[config.mk]
export PLATFORM = sky130hd
export DESIGN_NAME = rx_tx_enable_seq
export DESIGN_NICKNAME = d
export VERILOG_FILES = /design/src/rtl/rx_tx_enable_seq.sv
export SDC_FILE = /design/constraint.sdc
export NUM_CORES = 1
export LEC_CHECK = 0
export BUFFER_PORTS_ARGS = -buffer_cell sky130_fd_sc_hd__clkbuf_2
export CAP_MARGIN = 20
export CORE_MARGIN = 3
export CORE_UTILIZATION = 53
export CTS_CLUSTER_DIAMETER = 80
export DETAILED_ROUTE_END_ITERATION = 10
export PLACE_DENSITY = 0.75
export SETUP_SLACK_MARGIN = 0.5
export SYNTH_ARGS = -nofsm -noshare
export SYNTH_HDL_FRONTEND = slang
export SYNTH_SLANG_ARGS = --single-unit
[constraint.sdc]
create_clock -name clk -period 2.6 [get_ports clk]
set_clock_uncertainty 0.05 [all_clocks]
set_input_delay 0.26 -clock clk [delete_from_list [all_inputs] [get_ports clk]]
set_output_delay 0.26 -clock clk [all_outputs]
set_load 0.005 [all_outputs]
[src/rtl/rx_tx_enable_seq.sv]
// rx_tx_enable_seq
//   Staggered multi-channel enable sequencer. After the first run request
//   following reset it waits STARTUP_CYCLES, then raises NUM_CH enables one
//   at a time, STAGGER_CYCLES apart. When run drops, it lowers them in
//   reverse order. The first lowering step happens on the edge after run is
//   seen low.
//
// Ports
//   clk       system clock, rising edge
//   resetn    asynchronous active-low reset
//   run       1 = bring channels up, 0 = bring channels down
//   enable    per-channel enable, thermometer coded from bit 0
//   up_count  number of enabled channels
//   all_up    enable is all ones
//   all_down  enable is zero
//   busy      sequencer is in STARTUP, RAMP_UP or RAMP_DOWN
module rx_tx_enable_seq #(
  parameter int NUM_CH         = 4,
  parameter int STARTUP_CYCLES = 16,
  parameter int STAGGER_CYCLES = 8,
  parameter int CNT_W          = 16
) (
  input  logic                         clk,
  input  logic                         resetn,
  input  logic                         run,
  output logic [NUM_CH-1:0]            enable,
  output logic [$clog2(NUM_CH+1)-1:0]  up_count,
  output logic                         all_up,
  output logic                         all_down,
  output logic                         busy
);

  localparam int UCW = $clog2(NUM_CH+1);
  localparam logic [CNT_W-1:0]  START_LAST = CNT_W'(STARTUP_CYCLES - 1);
  localparam logic [CNT_W-1:0]  STAG_LAST  = CNT_W'(STAGGER_CYCLES - 1);
  localparam logic [NUM_CH-1:0] ALL_ONES   = '1;

  typedef enum logic [2:0] {IDLE, STARTUP, RAMP_UP, UP, RAMP_DOWN} state_t;

  state_t            state, state_n;
  logic [CNT_W-1:0]  cnt, cnt_n;
  logic              warm, warm_n;
  logic [NUM_CH-1:0] en_n, en_up, en_dn;
  logic [UCW-1:0]    pc_n;
  logic              busy_n;

  // Thermometer step up / down by one channel.
  assign en_up = (enable << 1) | NUM_CH'(1);
  assign en_dn = enable >> 1;

  always_comb begin
    state_n = state;
    cnt_n   = cnt;
    warm_n  = warm;
    en_n    = enable;
    case (state)
      IDLE: begin
        cnt_n = '0;
        if (run) state_n = warm ? RAMP_UP : STARTUP;
      end
      STARTUP: begin
        if (!run) begin
          // Abort: warm stays clear, so the next request repeats startup.
          state_n = IDLE;
          cnt_n   = '0;
        end else if (cnt == START_LAST) begin
          en_n    = en_up;
          warm_n  = 1'b1;
          cnt_n   = '0;
          state_n = (en_up == ALL_ONES) ? UP : RAMP_UP;
        end else begin
          cnt_n = cnt + CNT_W'(1);
        end
      end
      RAMP_UP: begin
        if (!run) begin
          if (enable == '0) begin
            state_n = IDLE;
            cnt_n   = '0;
          end else begin
            // Preload so the first channel drops on the very next edge.
            state_n = RAMP_DOWN;
            cnt_n   = STAG_LAST;
          end
        end else if (cnt == STAG_LAST) begin
          en_n  = en_up;
          cnt_n = '0;
          if (en_up == ALL_ONES) state_n = UP;
        end else begin
          cnt_n = cnt + CNT_W'(1);
        end
      end
      UP: begin
        cnt_n = '0;
        if (!run) begin
          state_n = RAMP_DOWN;
          cnt_n   = STAG_LAST;
        end
      end
      RAMP_DOWN: begin
        if (run) begin
          // Reversal wins over a pending drop; a fully-up vector needs no ramp.
          cnt_n   = '0;
          state_n = (enable == ALL_ONES) ? UP : RAMP_UP;
        end else if (cnt == STAG_LAST) begin
          en_n  = en_dn;
          cnt_n = '0;
          if (en_dn == '0) state_n = IDLE;
        end else begin
          cnt_n = cnt + CNT_W'(1);
        end
      end
      default: begin
        state_n = IDLE;
        cnt_n   = '0;
      end
    endcase
  end

  always_comb begin
    pc_n = '0;
    for (int i = 0; i < NUM_CH; i++) pc_n = pc_n + UCW'(en_n[i]);
  end

  assign busy_n = (state_n == STARTUP) || (state_n == RAMP_UP) || (state_n == RAMP_DOWN);

  always_ff @(posedge clk or negedge resetn) begin
    if (!resetn) begin
      state    <= IDLE;
      cnt      <= '0;
      warm     <= 1'b0;
      enable   <= '0;
      up_count <= '0;
      all_up   <= 1'b0;
      all_down <= 1'b1;
      busy     <= 1'b0;
    end else begin
      state    <= state_n;
      cnt      <= cnt_n;
      warm     <= warm_n;
      enable   <= en_n;
      up_count <= pc_n;
      all_up   <= (en_n == ALL_ONES);
      all_down <= (en_n == '0);
      busy     <= busy_n;
    end
  end

endmodule

==> results.toml, run 1 <==
[status]
status = "finished, violations left"
violations = "setup timing"

[clocking]
clk_pin_slew_ps = 110
max-clock-path-buffers = 2
htree_levels = 2
root_buffer = "clkbuf_4"
cts_tree = "done"
cts_sinks = 30
cts_inserted_buffers = 5
clk_latency_ps = 350

[synthesis]
synth_ff_type = "dfrtp_1"
synthAdderAreaFrac_pct = 4.885
avgSynthCellArea_um2 = 9.550
postSynth.asyncResetShare_pct = 100.0
seq_area_frac_synth_pct = 44.49
synthCells = 177
yosys_warnings = 0
synth_compound_area_share_pct = 11.55
yosysUniqueCellTypes = 46
postSynthNetCount = 186
synth_seq_cells = 30
synthesis.area_um2 = 1690
synth_edf_count = 0
synth_xor_area_share_pct = 7.254
yosys.area_share.simple_pct = 27.61
synth.area.mux_share_pct = 1.184
synth_top_family_by_area = "simple AND/OR/NAND/NOR gates"

[final_layout]
syn2layout_area_growth_pct = 32.94
nNetsFinal = 243
seq_area_um2 = 752.0
num-fill-cells = 198
postLayoutCoreUtil_pct = 77.48
drive_gt1_share_pct = 33.62
diodes = 0
multi_input_area_um2 = 955.9

[worst_setup_path]
endpoint = "up_count[1]"
start_kind = "flip-flop"
crit_path_end_kind = "flip-flop"
r2r_slack_ps = -100
r2r_end = "up_count[1]"
worst-r2r-cell-count = 8
worstPathMaxFanout = 7
critPathRequiredTime_ps = 2840
worstSetupPathType = "reg -> reg"
startpoint = "cnt[3]"
cp.arrival_ps = 2940
r2r_start = "cnt[3]"

[job]
drv_cap = 0

[die]
start_util_pct = 58.28
rows = 19
fp.dieH_um = 62.48
fp.dieW_um = 62.48
ios = 13
die_area_um2 = 3903
fp.coreArea_um2 = 2900

[drt]
drt_iter0_markers = 122
drtAntennaViolNets = 0
wl_per_cell_um = 15.70
routed_wl_um = 4348
firstDrtPassIters = 4
vias = 1577
drcViolationCount = 0
avgViaCountPerCell = 5.693

[sta]
setup_ws_ps = -103.2
slew_headroom_pct = 49.34
fmax_ghz = 0.3699
finalHoldViolations = 0
drv_slew = 0
worst_pin_slew_ps = 759.8
rsz0062_at_grt = "true"
min_period_over_period_pct = 104.0
finalSetupViolations = 2
fin_setup_tns_ps = -145.9
fin_crit_ps = 2703

[global_routing]
track_usage_pct = 23.02
antenna_found_initial = 0
grt_start_max_net_pins = 31
grt_pass1_vias = 1488
grt_pass1_wl_um = 7107
grt_overflow = 0

[pwr]
powerDensity_nw_per_um2 = 378.9
peakVddDrop_uv = 340.9
p_leak_nw = 1.034

[worst_hold_path]
worst_hold_path_type = "in -> reg"

[placed_design]
gp_congestion = 0.9584
hpwl_um = 3089
numPortBuffers = 12
how the worst min path moves through the flow:
| stage | from | endpoint | cells after the start |
|---|---|---|---|
| floorplan | resetn | all_up | 0 |
| global placement | resetn | cnt[0] | 1 |
| detailed placement | resetn | cnt[1] | 1 |
| CTS | run | state[1] | 4 |
| global route | run | state[1] | 4 |
| finish | run | state[1] | 4 |
per-layer routing:
metal  vias to the layer above  share of wire (%)  wire length [µm]  GRT usage, %
li1                        740                  -                 -             -
met1                       762                 44              1902         30.67
met2                        59                 48              2098         37.42
met3                        16                5.4               233         5.036
met4                         0                2.6               115         7.163
met5                         -                  0                 0             0
cells by family after synthesis:
| kind of cell | after synthesis |
|---|---|
| buffers and inverters | 12 |
| xor gates and xnor gates | 14 |
| muxes | 2 |
| AOI/OAI and AO/OA | 31 |
| DFF | 30 |
| and+or+nand+nor | 82 |
| adders and majority gates | 6 |
worst max-delay path: stages, from the launching register on:
cell	delay (ps)
dfrtp_1	480
and4bb_1	330
nand4_2	160
or3b_1	400
a21oi_2	170
a211o_1	160
fa_1	430
ha_2	200
ha_4	250
cells in the mapped netlist, types with 2 or more instances:
master / number / share of area (%)
and2_1: 2 / 0.74
nor2b_1: 2 / 0.74
and4_1: 2 / 1.0
nor3_1: 8 / 2.4
nor2_1: 24 / 5.3
a21oi_1: 6 / 1.8
or3b_1: 3 / 1.6
mux2i_1: 2 / 1.2
nand2b_1: 4 / 1.5
buf_2: 5 / 1.5
dfrtp_1: 29 / 43
inv_1: 6 / 1.3
nand2_1: 11 / 2.4
or3_1: 2 / 0.74
a211oi_1: 3 / 1.3
xor2_1: 7 / 3.6
ha_1: 5 / 3.7
nand3_1: 6 / 1.8
o21ai_1: 6 / 1.8
xnor2_1: 7 / 3.6
nand4_1: 4 / 1.5
and3_1: 3 / 1.1
o211ai_1: 2 / 0.89
o211a_1: 2 / 1.2
o21ai_0: 5 / 1.5
flip-flops by register name, indices dropped and copies added, names as in the netlist:
signal    flops
all_down      1
all_up        1
state         3
warm          1
up_count      3
busy          1
enable        4
cnt          16
metrics by stage:
step | hold WS [ps] | power (mW) | cell area, µm² | cells | setup slack (ps)
6_report | 307.8 | 0.8514 | 2247 | 277 | -103.2
2_1_floorplan | -85.59 | 0.5173 | 1722 | 177 | -21.05
4_1_cts | 295.4 | 0.8493 | 2196 | 273 | -114.6
5_1_grt | 319.2 | 0.8818 | 2247 | 277 | -183.5
3_3_place_gp | 290.9 | 0.5534 | 2077 | 262 | -87.34
3_5_place_dp | 306.3 | 0.5552 | 2077 | 262 | -137.6
report_power, final:
part           switching (mW)  internal (mW)  total [mW]  leakage, nW
Sequential            0.00586          0.472       0.478        0.411
Clock                   0.171          0.130       0.301       0.0343
Combinational          0.0424         0.0301      0.0725        0.589
Total                   0.220          0.632       0.851         1.03
layout make-up:
cell class	instances	area share (%)
sequential	30	33.46
timing repair buffer	56	17.82
tap	42	2.339
multi-input combinational	135	42.54
inverter	6	1.002
clock buffer	6	2.283
clock inverter	2	0.5568
cells in the final DEF (no fill, tap or decap), types with 3 or more instances in the layout:
master     n
clkbuf_2  12
a211oi_1   3
inv_1      6
o21ai_1    7
nor2_1    23
clkbuf_4   5
xor2_1     7
nand2_1   10
nand2b_1   4
o21ai_0    4
dfrtp_1   29
buf_4     41
nor3_1     8
nand4_1    4
nand3_1    6
a21oi_1    4
xnor2_1    7
repair_timing:
item                                    4_1_cts  5_1_grt
buffers inserted                              2        4
gates resized for setup                       6        5
hold buffers                                  1        0
pin swaps                                     8        8
endpoints found under the setup margin        4        6
endpoints found under the hold margin        29        0
Note: power is estimated with default switching activity, not from simulation.
==> inputs of run 2 (changes only) <==
--- a/config.mk
+++ b/config.mk
@@ -11,7 +11,7 @@
 export CORE_UTILIZATION = 53
 export CTS_CLUSTER_DIAMETER = 80
 export DETAILED_ROUTE_END_ITERATION = 10
-export PLACE_DENSITY = 0.75
+export PLACE_DENSITY_LB_ADDON = 0.1
 export SETUP_SLACK_MARGIN = 0.5
 export SYNTH_ARGS = -nofsm -noshare
 export SYNTH_HDL_FRONTEND = slang
==> run 2 against run 1 <==
Compared with the run above:
- the run still ends with setup timing left
- critical path depth unchanged
- fmax increased by 2.7%
- setup slack improved by 72 ps
- utilization decreased by 0.47 points
- critical path type unchanged
- critical endpoint unchanged
- largest power group unchanged
==> results.toml, run 2 (same netlist as run 1, synthesis figures left out) <==
[worst_setup_path]
slowest_stage = "dfrtp_1"
worst-r2r-cell-count = 8
crit_buf_inv = 0
r2r_end = "up_count[1]"
critPathTopFamily = "simple AND/OR/NAND/NOR gates"
cp.arrival_ps = 2880
crit_path_end_kind = "flip-flop"
worstPathMaxFanout = 4
path_cells = "nor4_4 > nand4_2 > or3b_1 > a21oi_2 > a211o_1 > fa_1 > ha_2 > ha_4"
worstSetupPathType = "reg -> reg"
critPathRequiredTime_ps = 2850
start_kind = "flip-flop"
r2r_start = "cnt[13]"
r2r_slack_ps = -30
slowest_delay_ps = 440

[die]
fp.dieH_um = 62.48
fp.coreArea_um2 = 2900
fp.dieW_um = 62.48
die_area_um2 = 3903
rows = 19
start_util_pct = 58.28
ios = 13

[sta]
drv_slew = 0
holdWs_ps = 276.1
min_period_over_period_pct = 101.2
slew_headroom_pct = 51.84
finalSetupViolations = 1
fmax_ghz = 0.3801
finalHoldViolations = 0
rsz0062_at_grt = "true"
setup_ws_ps = -31.15
fin_setup_tns_ps = -31.15
worst_pin_slew_ps = 722.4
fin_crit_ps = 2631

[placed_design]
placed_cells = 262
pre_cts_ws_ps = -94.28
hpwl_um = 2750
gp_congestion = 0.9262
dpl_cell_area_um2 = 2077
numPortBuffers = 12

[worst_hold_path]
worst_hold_path_type = "in -> reg"
holdPathEnd = "state[1]"
hold_path_depth = 4
hp-start = "run"

[clocking]
htree_levels = 2
clk_pin_slew_ps = 110
cts_tree = "done"
max-clock-path-buffers = 2
cts_sinks = 30
cts_inserted_buffers = 5
clk_latency_ps = 350
root_buffer = "clkbuf_4"

[final_layout]
top_regs = "cnt: 16 flops, enable: 4 flops"
drive_gt1_share_pct = 33.05
final_common_cell = "buf_4"
nNetsFinal = 241
final_cell_mix = "39 x buf_4, 29 x dfrtp_1, 23 x nor2_1"
syn2layout_area_growth_pct = 32.12
regMostFlops = "cnt"
diodes = 0
stdcell_count = 275
post-route-cell-area_um2 = 2233
largest_reg_flops = 16

[global_routing]
track_usage_pct = 21.60
antenna_found_initial = 0
grt_pass1_vias = 1456
grt_overflow = 0
grt_start_max_net_pins = 31
grt_pass1_wl_um = 6589

[drt]
drtAntennaViolNets = 0
wl_per_cell_um = 14.24
vias = 1489
routed_wl_um = 3916
firstDrtPassIters = 4
drt_iter0_markers = 102
avgViaCountPerCell = 5.415
drcViolationCount = 0

[pwr]
p_comb_share_pct = 8.4
power_switching_share_pct = 27.59
power.switching_mw = 0.2309
powerDensity_nw_per_um2 = 374.7
p_leak_nw = 1.018
pwr-share-clk_pct = 34.6
peakVddDrop_uv = 398.4
power_frac_seq_pct = 57.0
internal_power_mw = 0.6060

[status]
violations = "setup timing"
status = "finished, violations left"

[job]
drv_cap = 0
## run 2: worst max path at each step
stage                       start           to  cells after the start
after global placement    cnt[13]  up_count[1]                      8
final                     cnt[13]  up_count[1]                      8
after global routing       cnt[9]  up_count[1]                      8
after floorplan            cnt[3]  up_count[1]                      9
after detailed placement  cnt[13]  up_count[1]                      8
after CTS                  cnt[7]  up_count[1]                      8
## run 2: worst min-delay path, delay by kind of cell
family | cells | cell delay, ps
buf+inv | 2 | 250
simple gates | 2 | 130
## run 2: timing repair
| action | 4_1_cts | 5_1_grt |
|---|---|---|
| buffers inserted | 2 | 2 |
| hold buffers | 1 | 0 |
| cloned | 0 | 0 |
| endpoints found under the hold margin | 29 | 0 |
| resized for setup | 3 | 11 |
| endpoints found under the setup margin | 4 | 6 |
| pin swaps | 8 | 6 |
## run 2: per-stage QoR
stage | power, mW | util (%)
CTS | 0.8391 | 75.32
global placement | 0.5513 | 71.61
finish | 0.8369 | 77.01
floorplan | 0.5173 | -
global route | 0.8795 | 77.01
detailed placement | 0.5537 | 71.61
## run 2: area by class of cell
type / instances / area, µm²
clock buffers: 5 / 37.54
clock inverters: 3 / 21.27
fillers: 205 / 666.9
inverters: 6 / 22.52
multi-input cells: 135 / 962.2
flip-flops and latches: 30 / 752.0
well taps: 42 / 52.55
repair buffers: 54 / 385.4
## run 2: power by group through the flow
stage / Combinational, mW / Sequential (mW) / Clock (mW)
2_1_floorplan: 0.0318 / 0.485 / 0
3_3_place_gp: 0.0658 / 0.486 / 0
3_5_place_dp: 0.0680 / 0.486 / 0
4_1_cts: 0.0694 / 0.477 / 0.293
5_1_grt: 0.0794 / 0.478 / 0.322
6_report: 0.0704 / 0.477 / 0.290
## run 2: metal layers
layer / track usage (%) / wire length (µm) / up-vias
met3: 6.835 / 204 / 5
met4: 11.02 / 62 / 0
met5: 0 / 0 / -
li1: - / - / 738
met1: 28.36 / 1827 / 704
met2: 31.96 / 1820 / 42
==> inputs of run 3 (changes only) <==
--- a/config.mk
+++ b/config.mk
@@ -5,10 +5,11 @@
 export SDC_FILE = /design/constraint.sdc
 export NUM_CORES = 1
 export LEC_CHECK = 0
+export ABC_AREA = 1
 export BUFFER_PORTS_ARGS = -buffer_cell sky130_fd_sc_hd__clkbuf_2
 export CAP_MARGIN = 20
 export CORE_MARGIN = 3
-export CORE_UTILIZATION = 53
+export CORE_UTILIZATION = 54
 export CTS_CLUSTER_DIAMETER = 80
 export DETAILED_ROUTE_END_ITERATION = 10
 export PLACE_DENSITY_LB_ADDON = 0.1
==> run 3 against run 2 <==
Compared with the run above:
- the flow now finishes without violations
- hold slack better by 8.7 ps
- count of clock-buffer cells in the layout increased by 1
- cell area grew 4.0%
- fmax grew 2.5%
- global-route usage up 1.1 points
- setup slack gained 64 ps
- first-iteration DRC count is 38% higher
- non-clock buffer count decreased by 13
- highest routed layer unchanged
==> results.toml, run 3 <==
[die]
fp.coreArea_um2 = 3153
fp.dieH_um = 64.48
start_util_pct = 58.57
die_area_um2 = 4158
fp.dieW_um = 64.48
ios = 13
rows = 20

[synthesis]
postSynthNetCount = 251
synth_common_cells = "54 x nand2_1, 33 x inv_1, 29 x dfrtp_1, 22 x nor2_1, 17 x nand3_1"
avgSynthCellArea_um2 = 7.631
yosysUniqueCellTypes = 32
yosysMostFrequentCell = "nand2_1"
synth_seq_cells = 30
seq_area_frac_synth_pct = 40.72
synth_edf_count = 0
synth.top_cell.area_share_pct = 39.30
synthesis.area_um2 = 1847
yosys_warnings = 0
synth_ff_type = "dfrtp_1"
postSynth.asyncResetShare_pct = 100.0
ys_top_cells_by_area = "dfrtp_1 39%, nand2_1 11%, inv_1 6.7%"
synthCells = 242
synth_top_area_cell = "dfrtp_1"

[sta]
fin_crit_ps = 2567
rsz0062_at_grt = "true"
worst_pin_slew_ps = 773.3
fin_setup_tns_ps = 0
finalHoldViolations = 0
fmax_ghz = 0.3896
setup_ws_ps = 33.11
finalSetupViolations = 0
min_period_over_period_pct = 98.73
drv_slew = 0
slew_headroom_pct = 48.45

[placed_design]
gp_congestion = 0.8775
placed_cells = 307
hpwl_um = 2803
numPortBuffers = 12
pre_cts_ws_ps = 55.53

[clocking]
cts_sinks = 30
cts_tree = "done"
clk_pin_slew_ps = 90
root_buffer = "clkbuf_4"
htree_levels = 2
max-clock-path-buffers = 2
clk_latency_ps = 360
cts_inserted_buffers = 5

[worst_hold_path]
worst_hold_path_type = "in -> reg"

[final_layout]
final_common_cell = "nand2_1"
largest_reg_flops = 16
final_cell_mix = "52 x nand2_1, 31 x inv_1, 29 x dfrtp_1"
stdcell_count = 334
regMostFlops = "cnt"
diodes = 0
nNetsFinal = 298
drive_gt1_share_pct = 31.72
syn2layout_area_growth_pct = 25.75
top_regs = "cnt: 16 flops, enable: 4 flops"
postLayoutCoreUtil_pct = 73.65

[pwr]
powerDensity_nw_per_um2 = 607.9
peakVddDrop_uv = 605.4
power_mw = 1.412
p_leak_nw = 1.185

[global_routing]
grt_overflow = 0
antenna_found_initial = 0
track_usage_pct = 22.69
grt_pass1_wl_um = 7155
grt_start_max_net_pins = 31
grt_pass1_vias = 1611

[job]
drv_cap = 0

[worst_setup_path]
crit_buf_inv = 2
critPathRequiredTime_ps = 2840
critPathTopFamily = "adder cells"
path_cells = "ha_2 > nand3_1 > nor2_2 > nand3_1 > inv_1 > o21ai_0 > nand2_1 > nor2_2 > inv_2 > fa_1 > ha_4 > ha_4"
worstPathMaxFanout = 3
worstSetupPathType = "reg -> reg"
crit_path_end_kind = "flip-flop"
slowest_delay_ps = 510
slowest_stage = "fa_1"
start_kind = "flip-flop"
cp.arrival_ps = 2810

[drt]
vias = 1759
routed_wl_um = 4540
avgViaCountPerCell = 5.266
wl_per_cell_um = 13.59
drt_iter0_markers = 141
drcViolationCount = 0
firstDrtPassIters = 4
drtAntennaViolNets = 0

[status]
status = "finished clean"
==> run 3: timing repair <==
action / in CTS / in global routing
cloned: 0 / 0
gates resized for setup: 4 / 9
setup buffers: 12 / 6
pin swaps: 13 / 13
setup endpoints to repair: 3 / 5
hold buffers: 1 / 0
hold endpoints to repair: 29 / 0
==> run 3: worst paths after layout <==
path / start / slack, ps / to / depth (start not counted)
setup reg to reg: cnt[0] / 30 / up_count[1] / 12
max in group asynchronous: resetn / 1550 / cnt[12] / 2
hold reg to reg: warm / 430 / warm / 2
hold / removal: run / 280 / cnt[0] / 3
setup / recovery: cnt[0] / 30 / up_count[1] / 12
min in group asynchronous: resetn / 440 / busy / 2
==> run 3: power by group <==
part           internal (mW)  switching [mW]  leakage, nW  total [mW]
clock                  0.130           0.181       0.0343       0.311
sequential             0.522          0.0531        0.403       0.575
combinational          0.196           0.330        0.748       0.526
==> run 3: cells by family after synthesis <==
logic type | after synthesis | share of synthesized area (%)
xor gates and xnor gates | 6 | 2.846
AOI/OAI and AO/OA | 30 | 8.808
and+or+nand+nor | 130 | 34.76
buffers and inverters | 40 | 8.401
DFF | 30 | 40.72
adders and majority gates | 6 | 4.472
==> run 3: worst reg2reg max path: stages, from the launching register on <==
cell and delay, ps:
dfrtp_1 390, ha_2 200, nand3_1 120, nor2_2 70
nand3_1 130, inv_1 60, o21ai_0 220, nand2_1 100
nor2_2 150, inv_2 70, fa_1 510, ha_4 200
ha_4 250
==> run 3: metal layers <==
layer	up-vias	part of all wire [%]	track usage, %
li1	869	-	-
met3	21	5.0	4.333
met4	0	3.9	10.55
met5	-	0	0
met1	803	42	29.27
met2	66	49	36.86
==> run 3: area by class of cell <==
class	instances	area, µm²
Tap cell	44	55.05
Clock buffer	6	51.30
Inverter	39	150.1
Sequential cell	30	752.0
Clock inverter	2	12.51
Multi-Input combinational cell	172	1013
Timing Repair Buffer	41	287.8
Fill cell	248	830.8
==> run 3: through the flow <==
step	hold slack [ps]	area, µm²
floorplan	-85.59	1862
global placement	314.6	2047
detailed placement	315.0	2047
CTS	274.9	2231
global route	312.9	2322
finish	284.8	2322
